--- src/rtl/game_pkg.sv ---
// Shared types and defaults for the game board datapath.
package game_pkg;

  typedef enum logic [1:0] {
    IDLE,
    LOAD,
    DUMP
  } state_t;

  typedef enum logic [1:0] {
    OP_HOLD,
    OP_CLEAR,
    OP_SHIFT,
    OP_ROTATE
  } board_op_t;

  localparam int unsigned DEFAULT_WIDTH = 16;
  localparam int unsigned DEFAULT_SW    = 9;
  localparam int unsigned SCORE_MAX     = (1 << DEFAULT_SW) - 1;

  function automatic logic [31:0] score_max(input int unsigned sw);
    return (32'd1 << sw) - 32'd1;
  endfunction

endpackage

--- src/rtl/game_board_reg.sv ---
// WIDTH-bit game board: clear, serial shift-in, rotate-left and a tap read port.
module game_board_reg
  import game_pkg::*;
#(
  parameter int unsigned WIDTH = DEFAULT_WIDTH,
  parameter int unsigned PW    = $clog2(WIDTH)
) (
  input  logic          clka,
  input  logic          rst_n,
  input  board_op_t     op,
  input  logic          data_in,
  input  logic [PW-1:0] tap_idx,
  output logic          tap,
  output logic          msb
);

  logic [WIDTH-1:0] board;

  always_ff @(posedge clka or negedge rst_n) begin
    if (!rst_n) begin
      board <= '0;
    end else begin
      case (op)
        OP_CLEAR:  board <= '0;
        OP_SHIFT:  board <= {board[WIDTH-2:0], data_in};
        OP_ROTATE: board <= {board[WIDTH-2:0], board[WIDTH-1]};
        default:   board <= board;
      endcase
    end
  end

  assign tap = board[tap_idx];
  assign msb = board[WIDTH-1];

endmodule

--- src/rtl/game_board_engine.sv ---
// Game board datapath: load, collision stepping, survival score and serial dump.
// Score counter is built only when GAME_SCORE_EN is defined.
module game_board_engine
  import game_pkg::*;
#(
  parameter int unsigned WIDTH = DEFAULT_WIDTH,
  parameter int unsigned PW    = $clog2(WIDTH),
  parameter int unsigned SW    = DEFAULT_SW
) (
  input  logic          clka,
  input  logic          rst_n,
  input  logic          load_data,
  input  logic          read_data,
  input  logic          writeout,
  input  logic          restart,
  input  logic          data_in,
  input  logic [PW-1:0] player_pos,
  output logic          data_out,
  output logic          out_valid,
  output logic          dump_done,
  output logic          busy,
  output logic          lose_sig,
  output logic [SW-1:0] score
);

  typedef enum logic [3:0] {
    ACT_NONE,
    ACT_RESTART,
    ACT_LOAD_START,
    ACT_LOAD_BIT,
    ACT_LOAD_LAST,
    ACT_LOAD_ABORT,
    ACT_DUMP_START,
    ACT_DUMP_BIT,
    ACT_DUMP_END,
    ACT_STEP_SAFE,
    ACT_STEP_LOSE
  } act_t;

  localparam logic [PW:0] CNT_ONE  = (PW+1)'(1);
  localparam logic [PW:0] CNT_LAST = (PW+1)'(WIDTH - 1);
  localparam logic [PW:0] CNT_FULL = (PW+1)'(WIDTH);

  state_t      state;
  logic [PW:0] bit_cnt;
  logic        wo_q;
  logic        wo_rise;
  logic        tap;
  logic        msb;
  act_t        act;
  board_op_t   op;

  assign wo_rise = writeout & ~wo_q;

  // One decoded action per cycle drives both the board operation and the FSM,
  // so the two can never disagree about what happens this cycle.
  always_comb begin
    act = ACT_NONE;
    if (restart) begin
      act = ACT_RESTART;
    end else begin
      case (state)
        IDLE: begin
          if (load_data)                  act = ACT_LOAD_START;
          else if (wo_rise)               act = ACT_DUMP_START;
          else if (read_data && !lose_sig) act = tap ? ACT_STEP_LOSE : ACT_STEP_SAFE;
        end
        LOAD: begin
          if (!load_data)               act = ACT_LOAD_ABORT;
          else if (bit_cnt == CNT_LAST) act = ACT_LOAD_LAST;
          else                          act = ACT_LOAD_BIT;
        end
        DUMP:    act = (bit_cnt == CNT_FULL) ? ACT_DUMP_END : ACT_DUMP_BIT;
        default: act = ACT_NONE;
      endcase
    end
  end

  always_comb begin
    op = OP_HOLD;
    case (act)
      ACT_RESTART:                                 op = OP_CLEAR;
      ACT_LOAD_START, ACT_LOAD_BIT, ACT_LOAD_LAST: op = OP_SHIFT;
      ACT_DUMP_START, ACT_DUMP_BIT, ACT_STEP_SAFE: op = OP_ROTATE;
      default:                                     op = OP_HOLD;
    endcase
  end

  game_board_reg #(
    .WIDTH (WIDTH),
    .PW    (PW)
  ) u_board (
    .clka    (clka),
    .rst_n   (rst_n),
    .op      (op),
    .data_in (data_in),
    .tap_idx (player_pos),
    .tap     (tap),
    .msb     (msb)
  );

  always_ff @(posedge clka or negedge rst_n) begin
    if (!rst_n) begin
      state     <= IDLE;
      bit_cnt   <= '0;
      wo_q      <= 1'b0;
      lose_sig  <= 1'b0;
      out_valid <= 1'b0;
      data_out  <= 1'b0;
      dump_done <= 1'b0;
      busy      <= 1'b0;
    end else begin
      wo_q      <= writeout;
      dump_done <= 1'b0;
      case (act)
        ACT_RESTART: begin
          state     <= IDLE;
          bit_cnt   <= '0;
          lose_sig  <= 1'b0;
          out_valid <= 1'b0;
          data_out  <= 1'b0;
          busy      <= 1'b0;
        end
        ACT_LOAD_START: begin
          state   <= LOAD;
          bit_cnt <= CNT_ONE;
          busy    <= 1'b1;
        end
        ACT_LOAD_BIT: bit_cnt <= bit_cnt + 1'b1;
        ACT_LOAD_LAST: begin
          state   <= IDLE;
          bit_cnt <= bit_cnt + 1'b1;
          busy    <= 1'b0;
        end
        ACT_LOAD_ABORT: begin
          state <= IDLE;
          busy  <= 1'b0;
        end
        ACT_DUMP_START: begin
          state     <= DUMP;
          bit_cnt   <= CNT_ONE;
          busy      <= 1'b1;
          out_valid <= 1'b1;
          data_out  <= msb;
        end
        ACT_DUMP_BIT: begin
          bit_cnt  <= bit_cnt + 1'b1;
          data_out <= msb;
        end
        ACT_DUMP_END: begin
          state     <= IDLE;
          bit_cnt   <= '0;
          busy      <= 1'b0;
          out_valid <= 1'b0;
          data_out  <= 1'b0;
          dump_done <= 1'b1;
        end
        ACT_STEP_LOSE: lose_sig <= 1'b1;
        default: ;
      endcase
    end
  end

`ifdef GAME_SCORE_EN
  localparam logic [SW-1:0] SCORE_TOP = SW'(score_max(SW));

  logic [SW-1:0] score_q;

  always_ff @(posedge clka or negedge rst_n) begin
    if (!rst_n) begin
      score_q <= '0;
    end else if (act == ACT_RESTART) begin
      score_q <= '0;
    end else if (act == ACT_STEP_SAFE && score_q != SCORE_TOP) begin
      score_q <= score_q + 1'b1;
    end
  end

  assign score = score_q;
`else
  assign score = '0;
`endif

endmodule

--- config.mk ---
export PLATFORM = sky130hd
export DESIGN_NAME = game_board_engine
export DESIGN_NICKNAME = d
export VERILOG_FILES = /design/src/rtl/game_pkg.sv /design/src/rtl/game_board_reg.sv /design/src/rtl/game_board_engine.sv
export SDC_FILE = /design/constraint.sdc
export NUM_CORES = 1
export LEC_CHECK = 0
export ABC_AREA = 1
export CELL_PAD_IN_SITES_DETAIL_PLACEMENT = 0
export CELL_PAD_IN_SITES_GLOBAL_PLACEMENT = 1
export CORE_MARGIN = 2
export CORE_UTILIZATION = 40
export DETAILED_ROUTE_END_ITERATION = 8
export PLACE_DENSITY_LB_ADDON = 0.15
export RECOVER_POWER = 50
export SYNTH_ARGS = -nofsm -noshare
export SYNTH_HDL_FRONTEND = slang
export SYNTH_SLANG_ARGS = --single-unit
export TNS_END_PERCENT = 5
--- constraint.sdc ---
create_clock -name clka -period 5.5 [get_ports clka]
set_input_delay 0.55 -clock clka [delete_from_list [all_inputs] [get_ports clka]]
set_output_delay 0.55 -clock clka [all_outputs]
set_load 0.01 [all_outputs]
Yosys cells after proc, flatten, opt, wreduce, memory -nomap -nowiden
Cells that the tools add are included.
{ "totals": {"word_cells": 67, "output_inout_bits": 14, "register_bits": 29} }
{ "op_classes": {"bitwise_logic": 2, "n_eq_ne": 17, "n_reduce_logical": 17, "n_mux": 20, "magnitude_cmp": 1, "add_sub_neg": 1} }
{ "op_table": {"columns": ["op", "n"], "rows": [
  ["one-hot mux 16 bit (3 select lines)", 1],
  ["2-to-1 mux 4 bit", 5],
  ["equality test 4 x 3 -> 1 bit, second input constant", 4],
  ["one-hot mux 5 bit (3 select lines)", 1],
  ["equality test 4 bit, second input constant", 3],
  ["one-hot mux 2 bit (3 select lines)", 2],
  ["one-hot mux 4 bit (3 select lines)", 1],
  ["nonzero test 3 bit", 3],
  ["OR reduction 3 bit", 3],
  ["equality test 4 x 2 -> 1 bit, second input constant", 2],
  ["one-hot mux 1 bit (2 select lines)", 4],
  ["nonzero test 2 bit", 4],
  ["equality test 2 bit, second input constant", 3],
  ["2-to-1 mux 3 bit", 2],
  ["OR reduction 2 bit", 3],
  ["adder 5 x 1 -> 5 bit, second input constant", 1],
  ["equality test 5 x 4 -> 1 bit, second input constant", 1],
  ["equality test 5 bit, second input constant", 1],
  ["< comparator 4 x 5 -> 1 bit, second input constant", 1],
  ["binary-select mux 1 bit (select 4 bit)", 1],
  ["equality test 2 x 1 -> 1 bit, second input constant", 2],
  ["equality test 4 x 1 -> 1 bit, second input constant", 1],
  ["OR reduction 4 bit", 1],
  ["logical NOT 2 bit", 1],
  ["other kinds (6)", 7]
]} }

Logic depth before layout (Yosys ltp)
Gate-level depths: netlist of run 1.
{ "depth": {"ltp_word": 13, "depth_mapped": 18} }

By module
Synthesis of run 1 repeated with hierarchy kept, for this count alone.
{ "hier_totals": {"cells_unflattened": 239, "area_unflattened_um2": 1819.2} }
{ "by_module_without_submodules": {"columns": ["module", "cells_per_inst", "n_inst", "area_per_inst_um2", "seq_area_each_um2"], "rows": [
  ["game_board_engine", 148, 1, 1047.3, 325.3],
  ["game_board_reg", 91, 1, 772.0, 400.4]
]} }

Least setup slack after synthesis of run 1
No wires, ideal clock.
{ "synth_path": {"kind": "flip-flop to flip-flop", "startpoint": "register bit_cnt[0]", "endpoint": "register u_board.board[13]", "t_required_ps": 5384, "path_buffers": 1, "stages_incl_launch_ff": 14, "path_slack_ps": 3467, "period_less_slack_ps": 2033, "arrival_time_ps": 1917, "setup_time_ps": 116, "cell_sequence": "dfrtp_1 -> ha_1 -> nand2_1 -> nor2_1 -> ha_1 -> o31ai_1 -> nor2_1 -> nand2_2 -> nand2_4 -> nand3_1 -> nand4_2 -> buf_4 -> nand2_1 -> nand2_1"} }
{ "synth_between": {"elab_chain_len": 10, "elab_cells_between_ends": 22, "cone_classes": "eq/ne: 12; mux: 7; reduce/logical: 3"} }
{ "synth_rtl": {"columns": ["item", "line", "text"], "rows": [
  ["start: declaration", "game_board_engine.sv:45", "logic [PW:0] bit_cnt;"],
  ["start signal: assignment", "game_board_engine.sv:129", "ACT_LOAD_BIT: bit_cnt <= bit_cnt + 1'b1;"],
  ["start signal: assignment", "game_board_engine.sv:132", "bit_cnt <= bit_cnt + 1'b1;"],
  ["start signal: assignment", "game_board_engine.sv:147", "bit_cnt <= bit_cnt + 1'b1;"],
  ["equality test 5 x 4 -> 1 bit", "game_board_engine.sv:70", "else if (bit_cnt == CNT_LAST) act = ACT_LOAD_LAST;"],
  ["2-to-1 mux 3 bit", "game_board_engine.sv:70", null],
  ["2-to-1 mux 3 bit", "game_board_engine.sv:69", "if (!load_data) act = ACT_LOAD_ABORT;"],
  ["one-hot mux 4 bit (3 select lines) *", "game_board_engine.sv:62", "case (state)"],
  ["2-to-1 mux 4 bit *", "game_board_engine.sv:59", "if (restart) begin"],
  ["equality test 4 x 3 -> 1 bit, or another cell as far along", "game_board_engine.sv:81", "case (act)"],
  ["OR reduction 3 bit", "game_board_engine.sv:81", null],
  ["one-hot mux 2 bit (3 select lines) *", "game_board_engine.sv:81", null],
  ["equality test 2 bit or equality test 2 x 1 -> 1 bit (tied branches)", "game_board_reg.sv:23", "case (op)"],
  ["one-hot mux 16 bit (3 select lines) or nonzero test 3 bit (tied branches)", null, null],
  ["end signal: assignment", "game_board_reg.sv:25", "OP_SHIFT: board <= {board[WIDTH-2:0], data_in};"],
  ["end signal: assignment", "game_board_reg.sv:26", "OP_ROTATE: board <= {board[WIDTH-2:0], board[WIDTH-1]};"],
  ["end signal: assignment", "game_board_reg.sv:27", "default: board <= board;"],
  ["end: declaration", "game_board_reg.sv:17", "logic [WIDTH-1:0] board;"]
]} }
Mark *: on every way between the ends. The rest lies on a longest branch, timed or not.
A chain may end at the register's enable or synchronous reset.

Worst setup path after layout of run 1
{ "layout_path": {"startpoint": "input player_pos[0]", "endpoint": "register u_board.board[13]"} }
{ "layout_between": {"elab_chain_len": 13, "elab_cells_between_ends": 23, "cone_classes": "eq/ne: 10; mux: 10; reduce/logical: 3"} }
{ "layout_rtl": {"columns": ["item", "line", "text"], "rows": [
  ["start: declaration", "game_board_engine.sv:17", "input logic [PW-1:0] player_pos,"],
  ["binary-select mux 1 bit (select 4 bit) *", "game_board_reg.sv:32", "assign tap = board[tap_idx];"],
  ["2-to-1 mux 1 bit (not written as such) *", "game_board_reg.sv:32", null],
  ["2-to-1 mux 2 bit *", "game_board_engine.sv:66", "else if (read_data && !lose_sig) act = tap ? ACT_STEP_LOSE : ACT_STEP_SAFE;"],
  ["2-to-1 mux 4 bit *", "game_board_engine.sv:66", null],
  ["2-to-1 mux 4 bit *", "game_board_engine.sv:65", "else if (wo_rise) act = ACT_DUMP_START;"],
  ["2-to-1 mux 4 bit *", "game_board_engine.sv:64", "if (load_data) act = ACT_LOAD_START;"],
  ["one-hot mux 4 bit (3 select lines) *", "game_board_engine.sv:62", null],
  ["2-to-1 mux 4 bit *", "game_board_engine.sv:59", null],
  ["equality test 4 x 3 -> 1 bit, or another cell as far along", "game_board_engine.sv:81", null],
  ["OR reduction 3 bit", "game_board_engine.sv:81", null],
  ["one-hot mux 2 bit (3 select lines) *", "game_board_engine.sv:81", null],
  ["equality test 2 bit or equality test 2 x 1 -> 1 bit (tied branches)", "game_board_reg.sv:23", null],
  ["one-hot mux 16 bit (3 select lines) or nonzero test 3 bit (tied branches)", null, null]
]} }
Mark *: on every way between the ends. The rest lies on a longest branch, timed or not. The select of a mux whose other input is x is not followed.

==> impl_metrics.py, run 1 <==
metrics = {
    "outcome": {
        "outcome": "complete, but fails checks",
        "violations": "max-capacitance violations, max-slew violations",
    },
    "routing": {
        "detail_route.vias_per_cell": 4.64,
        "wire_per_inst_um": 11.8,
        "num_vias": 1470,
        "ant_nets": 0,
        "drcViolationCount": 0,
        "wirelength_mm": 3.76,
        "dr.pass1.iters": 4,
        "drt_iter0_drc": 67,
    },
    "timing": {
        "setup_slack_ns": 2.90,
        "hold_ws_ns": 0.486,
        "finalClockSkew_ns": 0.00965,
        "max_freq_ghz": 0.384,
        "slew_headroom_pct": -7.66,
        "hold_viol_final": 0,
        "finalSetupTns_ns": 0,
        "setup_violations": 0,
        "tightest_slew_ns": 1.61,
        "timing.final.crit_share_pct": 47.4,
        "rsz0062_at_grt": "false",
        "min_period_ns": 2.60,
        "slew_viol_final": 30,
    },
    "min_path": {
        "whs_path_depth": 2,
        "hold_start": "out_valid",
        "min_to": "out_valid",
        "hold_class": "flop to flop",
    },
    "setup_path": {
        "worstPathRequired_ns": 5.67,
        "r2r_cells": 11,
        "setup.worst_path.class": "primary input to flop",
        "rrSetupSlack_ns": 3.10,
        "rr_startpoint": "bit_cnt[1]",
        "crit_family": "simple AND/OR/NAND/NOR gates",
        "crit_arrival_ns": 2.77,
        "critPathBufInv": 2,
        "crit_fanout": 15,
        "r2r_end": "u_board.board[13]",
        "path_common_cell": "nand3_1",
        "cpPeakStageDelay_ns": 0.74,
        "cp_slowest_cell": "clkdlybuf4s50_1",
        "crit_path_start_kind": "primary input",
        "crit_chain": "clkdlybuf4s50_1 -> inv_6 -> nand2_1 -> nand3_1 -> nand3_1 -> nand3_1 -> nand3b_1 -> nand3_2 -> nand3_1 -> nand4_2 -> nand2_1 -> nand2_1",
        "crit_path_end_kind": "flop",
    },
    "clock_network": {
        "clockBufferDepth": 2,
        "cts_resized": 0,
        "numCtsBuffers": 5,
        "cts_tree": "yes",
        "cts_setup_buffers": 0,
        "root_buffer": "clkbuf_8",
        "clk_pin_slew_ns": 0.07,
        "postCtsHoldBufs": 0,
        "h-tree-depth": 2,
        "clk_latency_ns": 0.28,
        "cts_sinks": 29,
    },
    "yosys": {
        "ys_seq_area_share_pct": 40.8,
        "syn-cell-area_um2": 1780,
        "synth_top_area_share_pct": 40.8,
        "synth_area_leader_cell": "dfrtp_1",
        "syn_area_per_cell_um2": 7.22,
        "yosys_warnings": 0,
        "ys_seq_elements": 29,
        "syn_inst": 246,
        "synth.area.top_cells": "dfrtp_1 (41%), nand2_1 (20%), nand3_1 (7.6%)",
        "ys_types": 29,
    },
    "layout": {
        "drive_gt1_share_pct": 9.81,
        "num-fill-cells": 478,
        "final_nets": 279,
        "antenna_cells": 0,
        "synthToLayoutAreaGrowth_pct": 13.4,
    },
    "placement": {
        "routabilityCongestion": 0.749,
        "pre_cts_slack_ns": 2.62,
        "port-buffer-count": 15,
        "hpwl_mm": 2.76,
    },
    "global_route": {
        "grt_max_degree": 30,
        "grt_pass1_vias": 1416,
        "grtUsageTotal_pct": 17.4,
        "antenna_found_initial": 0,
        "overflow": 0,
        "grt_pass1_wl_mm": 6.70,
    },
    "flow_run": {
        "drv_cap": 1,
    },
    "floorplan": {
        "pin_count": 25,
        "core_um2": 4320,
        "rows": 24,
        "start_util_pct": 41.1,
        "die_h_um": 70.6,
        "die_x_um": 70.6,
        "dieArea_um2": 4990,
    },
    "power": {
        "p_per_area_nw_per_um2": 326,
        "leakagePower_uw": 0.00111,
        "ir_drop_mv": 0.153,
    },
}
power by group:
| group | total (uW) | internal (uW) | leakage [uW] | switching, uW |
|---|---|---|---|---|
| Combinational | 219 | 74.7 | 0.000672 | 144 |
| Clock | 177 | 99.0 | 0.0000443 | 77.7 |
| Sequential | 261 | 238 | 0.000397 | 23.0 |
| Total | 657 | 412 | 0.00111 | 245 |
synthesized netlist by cell type:
cell type,count
nand3b_1,3
o21ai_0,2
a21oi_1,1
a31oi_1,1
o21a_1,1
buf_4,10
buf_6,2
conb_1,1
ha_1,3
a21oi_2,1
nand3_2,5
inv_6,1
clkinv_1,1
or2_2,1
o31ai_1,1
o22ai_1,1
inv_1,33
nand4_1,4
nor2_2,2
nand2_4,1
nand2_2,4
nand3_1,27
nor2_4,1
nor2_1,8
nand2_1,97
inv_2,3
dfrtp_1,29
o211ai_1,1
nand4_2,1
kinds of logic after synthesis:
kind of cell	share of synthesized area (%)
other	0.211
flip-flops	40.8
buffers and inverters	13.8
AO/OA/AOI/OAI	3.31
adder cells (fa/ha/maj)	2.11
AND/OR/NAND/NOR	39.7
tightest hold or removal path, delay by kind of cell, from the launching register on:
kind,cells,cell delay [ns]
AND/OR/NAND/NOR,2,0.11
flip-flops,1,0.35
sequential cells by signal, summed over array words and instances (netlist names):
register / cells
u_board.board: 16
bit_cnt: 5
state: 2
busy: 1
data_out: 1
dump_done: 1
lose_sig: 1
out_valid: 1
wo_q: 1
through the flow:
stage	utilization (%)	area (um2)	power, uW	instances
final	46.6	2010	657	317
after global routing	46.6	2010	711	317
after detailed placement	44.7	1930	486	310
after global placement	44.7	1930	487	310
after CTS	46.7	2020	664	317
after floorplan	-	1810	434	254
area by class of cell:
type                            count  area (um2)  area share (%)
Timing Repair Buffer               16         154            7.64
Clock buffer                        7        86.3            4.29
Inverter                           38         148            7.33
Tap cell                           52        65.1            3.23
Multi-Input combinational cell    175         836            41.5
Sequential cell                    29         726            36.0
per-layer routing:
metal / track usage (%) / routed length, um / vias to the layer above
li1: - / - / 780
met1: 25.6 / 2030 / 654
met2: 24.1 / 1500 / 30
met3: 4.99 / 158 / 6
met4: 7.13 / 67 / 0
met5: 0 / 0 / -
how the worst max path moves through the flow:
stage / to / depth (start not counted) / from
final: u_board.board[13] / 12 / player_pos[0]
after global routing: u_board.board[13] / 12 / player_pos[0]
after CTS: u_board.board[5] / 12 / player_pos[0]
after detailed placement: u_board.board[5] / 12 / player_pos[0]
after global placement: u_board.board[4] / 12 / player_pos[0]
after floorplan: u_board.board[13] / 13 / bit_cnt[0]
cells in the final DEF (no fill, tap or decap), types with 2 or more instances in the layout:
cell type	count
clkbuf_1	2
clkbuf_8	6
clkdlybuf4s50_1	12
conb_1	9
dfrtp_1	29
dlygate4sd3_1	3
ha_1	3
inv_1	33
inv_2	3
nand2_1	97
nand2_2	4
nand3_1	27
nand3_2	5
nand3b_1	3
nand4_1	4
nor2_1	8
nor2_2	2
o21ai_0	2
Power figures use the tool's default switching activity.
==> run 2: changes to the inputs <==
- CORE_UTILIZATION: 40 -> 35
- clock period: 5.5 -> 2.15 ns (I/O delays scaled with it)
==> run 2 against run 1 <==
  * The flow now finishes without violations
  * Hold slack improved by 0.0024 ns
  * Critical path type is now flop to flop
  * Register-to-register slack got worse by 3.0 ns
  * Count of clock-buffer cells in the layout fell by 2
  * Power rose to 3.0 times the previous value
  * Setup slack got worse by 2.8 ns
  * Highest routed layer unchanged
  * Core utilization rose by 3.2 points
  * Sequential power rose to 2.5 times the previous value
  * Sequential cell count did not move
  * Via count rose by 7.4%
  * Clock power rose to 2.6 times the previous value
  * Final area rose by 19%
  * Sequential share of layout area fell by 5.7 points
==> impl_metrics.py, run 2 (synthesized netlist as in run 1, its figures left out) <==
metrics = {
    "floorplan": {
        "die_x_um": 75.3,
        "die_h_um": 75.3,
        "rows": 25,
        "start_util_pct": 36.9,
        "core_um2": 4820,
        "pin_count": 25,
        "dieArea_um2": 5660,
    },
    "layout": {
        "largestRegisters": "u_board.board (16), bit_cnt (5), state (2)",
        "layout_commonest_cell": "nand2_1",
        "largest-register": "u_board.board",
        "layout_common_cells": "nand2_1 (88), inv_1 (31), dfrtp_1 (29)",
        "stdcell_count": 353,
        "num-fill-cells": 488,
        "final_nets": 299,
        "design_area_um2": 2400,
        "synthToLayoutAreaGrowth_pct": 34.9,
        "largest_reg_flops": 16,
        "drive_gt1_share_pct": 25.9,
        "antenna_cells": 0,
    },
    "placement": {
        "port-buffer-count": 15,
        "hpwl_mm": 2.91,
        "routabilityCongestion": 0.779,
        "dpl_cell_area_um2": 2100,
        "place_inst": 342,
        "pre_cts_slack_ns": -0.109,
    },
    "clock_network": {
        "postCtsHoldBufs": 0,
        "clk_latency_ns": 0.28,
        "cts_tree": "yes",
        "clk_pin_slew_ns": 0.07,
        "clockBufferDepth": 2,
        "cts_sinks": 29,
        "root_buffer": "clkbuf_8",
        "h-tree-depth": 2,
        "numCtsBuffers": 5,
    },
    "outcome": {
        "outcome": "finished clean",
    },
    "setup_path": {
        "crit_path_start_kind": "flop",
        "crit_fanout": 8,
        "cpPeakStageDelay_ns": 0.37,
        "worstPathRequired_ns": 2.33,
        "cp_slowest_cell": "dfrtp_1",
        "setup.worst_path.class": "flop to flop",
        "rrSetupSlack_ns": 0.05,
        "r2r_end": "u_board.board[12]",
        "crit_path_end_kind": "flop",
        "rr_startpoint": "bit_cnt[1]",
        "crit_arrival_ns": 2.27,
        "r2r_cells": 14,
        "crit_chain": "ha_2 -> nand2_2 -> nor2_4 -> ha_4 -> a21oi_2 -> a31oi_2 -> nand3_2 -> inv_2 -> nand3_4 -> nand2_4 -> nor2_4 -> clkbuf_16 -> nand2_1 -> nand2_1",
    },
    "global_route": {
        "grt_max_degree": 30,
        "grt_pass1_wl_mm": 6.48,
        "overflow": 0,
        "antenna_found_initial": 0,
        "grt_pass1_vias": 1447,
        "grtUsageTotal_pct": 15.1,
    },
    "min_path": {
        "hold_class": "flop to flop",
        "hold_start": "out_valid",
        "min_to": "out_valid",
        "whs_path_depth": 2,
    },
    "timing": {
        "setup_slack_ns": 0.0528,
        "max_freq_ghz": 0.477,
        "slew_viol_final": 0,
        "setup_violations": 0,
        "rsz0062_at_grt": "true",
        "finalClockSkew_ns": 0.00741,
        "hold_viol_final": 0,
        "slew_headroom_pct": 48.1,
        "tightest_slew_ns": 0.778,
        "min_period_ns": 2.10,
        "timing.final.crit_share_pct": 97.5,
    },
    "routing": {
        "dr.pass1.iters": 4,
        "wirelength_mm": 4.15,
        "drcViolationCount": 0,
        "num_vias": 1579,
        "detail_route.vias_per_cell": 4.47,
        "ant_nets": 0,
        "drt_iter0_drc": 56,
        "wire_per_inst_um": 11.8,
    },
    "flow_run": {
        "drv_cap": 0,
    },
    "power": {
        "leakagePower_uw": 0.00124,
        "ir_drop_mv": 0.365,
        "p_per_area_nw_per_um2": 831,
    },
}
run 2: per-stage QoR:
stage               setup TNS, ns  power (uW)  util, %  hold WS (ns)
floorplan                       0        1110        -       -0.0806
global placement            -1.79        1390     43.7         0.467
detailed placement          -1.27        1390     43.7         0.475
CTS                             0        1870     45.7         0.325
global route                -1.09        2130     49.7         0.525
finish                          0        1990     49.7         0.488
run 2: final cells by class:
cell class | instances | area [um2] | area share [%]
multi-input cells | 175 | 991 | 41.4
flip-flops and latches | 29 | 726 | 30.3
repair buffers | 36 | 352 | 14.7
inverters | 38 | 153 | 6.37
well taps | 67 | 83.8 | 3.50
clock buffers | 5 | 68.8 | 2.87
clock inverters | 3 | 22.5 | 0.940
run 2: metal layers:
layer | wire (um) | GRT usage, % | up-vias
met1 | 2060 | 21.2 | 723
li1 | - | - | 823
met2 | 1850 | 22.5 | 27
met5 | 0 | 0 | -
met3 | 193 | 4.69 | 6
met4 | 42 | 4.29 | 0
run 2: what timing repair did:
action | in CTS | in global routing
pin swaps | 0 | 18
resized for setup | 3 | 37
setup endpoints to repair | 21 | 26
setup buffers | 0 | 2
cloned | 0 | 1
run 2: critical path: cells and delay by family (launching register included):
family	cells	cell delay [ns]
simple gates	8	0.73
compound gates	2	0.25
fa+ha+maj	2	0.36
flops	1	0.37
buf+inv	2	0.30
run 2: how the worst max path moves through the flow:
stage                        from  depth (start not counted)           endpoint  slack [ns]
detailed placement  player_pos[0]                         17           data_out       -0.11
global placement    player_pos[0]                         17         bit_cnt[2]       -0.13
floorplan              bit_cnt[0]                         13   u_board.board[3]        0.12
CTS                    bit_cnt[0]                         14   u_board.board[9]       0.002
finish                 bit_cnt[1]                         14  u_board.board[12]        0.05
global route           bit_cnt[1]                         14  u_board.board[14]       -0.07
run 2: power by group:
| group | internal (uW) | switching, uW | leakage (uW) |
|---|---|---|---|
| combinational | 380 | 486 | 0.000804 |
| clock | 227 | 237 | 0.0000364 |
| sequential | 609 | 51.5 | 0.000397 |
| total | 1220 | 775 | 0.00124 |
==> run 3: changes to the inputs <==
- CORE_MARGIN: 2 -> default
==> run 3 against run 2 <==
  * The flow now finishes with violations (max-capacitance violations, max-slew violations)
  * Core utilization fell by 2.1 points
  * Register-to-register slack barely moved
  * Critical path depth did not move
  * Via count fell by 0.82%
  * Clock skew rose by 0.0019 ns
  * Sequential share of layout area rose by 1.3 points
  * Largest cell class unchanged
==> impl_metrics.py, run 3 (synthesized netlist as in run 1, its figures left out) <==
metrics = {
    "routing": {
        "wirelength_mm": 4.03,
        "detail_route.vias_per_cell": 4.45,
        "drcViolationCount": 0,
        "dr.pass1.iters": 4,
        "wire_per_inst_um": 11.4,
        "drt_iter0_drc": 109,
        "num_vias": 1566,
        "ant_nets": 0,
    },
    "timing": {
        "finalSetupTns_ns": 0,
        "slew_headroom_pct": -6.51,
        "rsz0062_at_grt": "true",
        "timing.final.crit_share_pct": 98.0,
        "tightest_slew_ns": 1.60,
        "setup_violations": 0,
        "min_period_ns": 2.11,
        "slew_viol_final": 30,
        "max_freq_ghz": 0.475,
        "hold_viol_final": 0,
        "finalClockSkew_ns": 0.00933,
    },
    "clock_network": {
        "numCtsBuffers": 5,
        "cts_tree": "yes",
        "clk_pin_slew_ns": 0.07,
        "root_buffer": "clkbuf_8",
        "h-tree-depth": 2,
        "clockBufferDepth": 2,
        "clk_latency_ns": 0.29,
        "postCtsHoldBufs": 0,
        "cts_sinks": 29,
    },
    "outcome": {
        "outcome": "complete, but fails checks",
        "violations": "max-capacitance violations, max-slew violations",
    },
    "setup_path": {
        "cp_slowest_cell": "dfrtp_1",
        "setup.worst_path.class": "flop to flop",
        "critPathBufInv": 1,
        "worstPathRequired_ns": 2.38,
        "crit_family": "simple AND/OR/NAND/NOR gates",
        "crit_path_start_kind": "flop",
        "cpPeakStageDelay_ns": 0.39,
        "crit_fanout": 5,
        "path_common_cell": "nand2_2",
        "crit_chain": "ha_2 -> nand2_2 -> nor2_2 -> ha_2 -> o31ai_1 -> nor2_1 -> nand2_2 -> nand2_4 -> buf_4 -> nand3_1 -> nand2_2 -> nor2_1 -> nand2_1 -> nand2_1",
        "crit_arrival_ns": 2.34,
        "crit_path_end_kind": "flop",
    },
    "global_route": {
        "grtUsageMet3_pct": 5.49,
        "grt_pass1_vias": 1426,
        "gr-usage-met1_pct": 23.3,
        "grt_use_met2_pct": 24.8,
        "grt_pass1_wl_mm": 6.66,
        "grtUsageTotal_pct": 16.9,
        "busiest_layer": "met2",
        "overflow": 0,
        "antenna_found_initial": 0,
        "grt_max_degree": 30,
    },
    "layout": {
        "largestRegisters": "u_board.board (16), bit_cnt (5), state (2)",
        "synthToLayoutAreaGrowth_pct": 29.2,
        "largest_reg_flops": 16,
        "fin_util_pct": 47.7,
        "antenna_cells": 0,
        "final_nets": 298,
        "stdcell_count": 352,
        "layout_commonest_cell": "nand2_1",
        "largest-register": "u_board.board",
        "drive_gt1_share_pct": 22.1,
        "layout_common_cells": "nand2_1 (92), inv_1 (32), dfrtp_1 (29)",
    },
    "floorplan": {
        "die_x_um": 73.3,
        "rows": 25,
        "pin_count": 25,
        "start_util_pct": 36.9,
        "core_um2": 4820,
        "die_h_um": 73.3,
        "dieArea_um2": 5370,
    },
    "flow_run": {
        "drv_cap": 1,
    },
    "placement": {
        "routabilityCongestion": 0.828,
        "hpwl_mm": 2.95,
        "port-buffer-count": 15,
        "place_inst": 343,
    },
    "min_path": {
        "hold_class": "flop to flop",
    },
    "power": {
        "p_total_uw": 1930,
        "ir_drop_mv": 0.383,
        "p_per_area_nw_per_um2": 841,
        "leakagePower_uw": 0.00122,
    },
}
run 3: cell count changes in the layout (fill, tap and decap cells not counted), moves of 2 or more:
cell	delta
clkinvlp_4	-3
ha_4	-2
nand2_1	+4
nand2_2	-3
nand3_2	+3
nand3_4	-4
run 3: power breakdown:
| group | internal, uW | switching [uW] | total, uW |
|---|---|---|---|
| logic | 336 | 445 | 781 |
| registers | 609 | 48.6 | 658 |
| clock network | 259 | 233 | 493 |
run 3: cell type report:
type | instances | area [um2]
flip-flops and latches | 29 | 726
repair buffers | 35 | 334
multi-input cells | 175 | 906
fillers | 523 | 2520
well taps | 67 | 83.8
inverters | 38 | 150
clock buffers | 6 | 82.6
clock inverters | 2 | 13.8
run 3: metal layers:
layer,share of wire (%),vias up
met5,0,-
met4,1.7,0
met1,51,701
met3,4.9,8
li1,-,824
met2,43,33
run 3: worst min-delay path: cells and delay by family (launching register included):
| kind | cells | cell delay (ns) |
|---|---|---|
| flops | 1 | 0.36 |
| simple gates | 2 | 0.10 |
run 3: path summary, 6_finish.rpt:
kind | to | slack [ns] | start | cells after the start
min in group asynchronous | out_valid | 0.79 | rst_n | 2
hold / removal | out_valid | 0.49 | out_valid | 2
max in group asynchronous | state[1] | 0.43 | rst_n | 2
hold reg to reg | out_valid | 0.49 | out_valid | 2
setup reg to reg | bit_cnt[0] | 0.04 | bit_cnt[1] | 14
setup / recovery | bit_cnt[0] | 0.04 | bit_cnt[1] | 14
run 3: through the flow:
stage	cell area (um2)	hold WS, ns	setup slack (ns)
6_report	2300	0.486	0.0432
5_1_grt	2300	0.507	-0.122
4_1_cts	2230	0.336	-0.0294
3_5_place_dp	2120	0.472	-0.115
3_3_place_gp	2120	0.466	-0.127
2_1_floorplan	1810	-0.0806	0.117
run 3: timing repair:
action,in CTS,in global routing
endpoints found under the setup margin,21,26
cloned,0,0
pin swaps,0,7
gates resized for setup,3,18
setup buffers,0,1
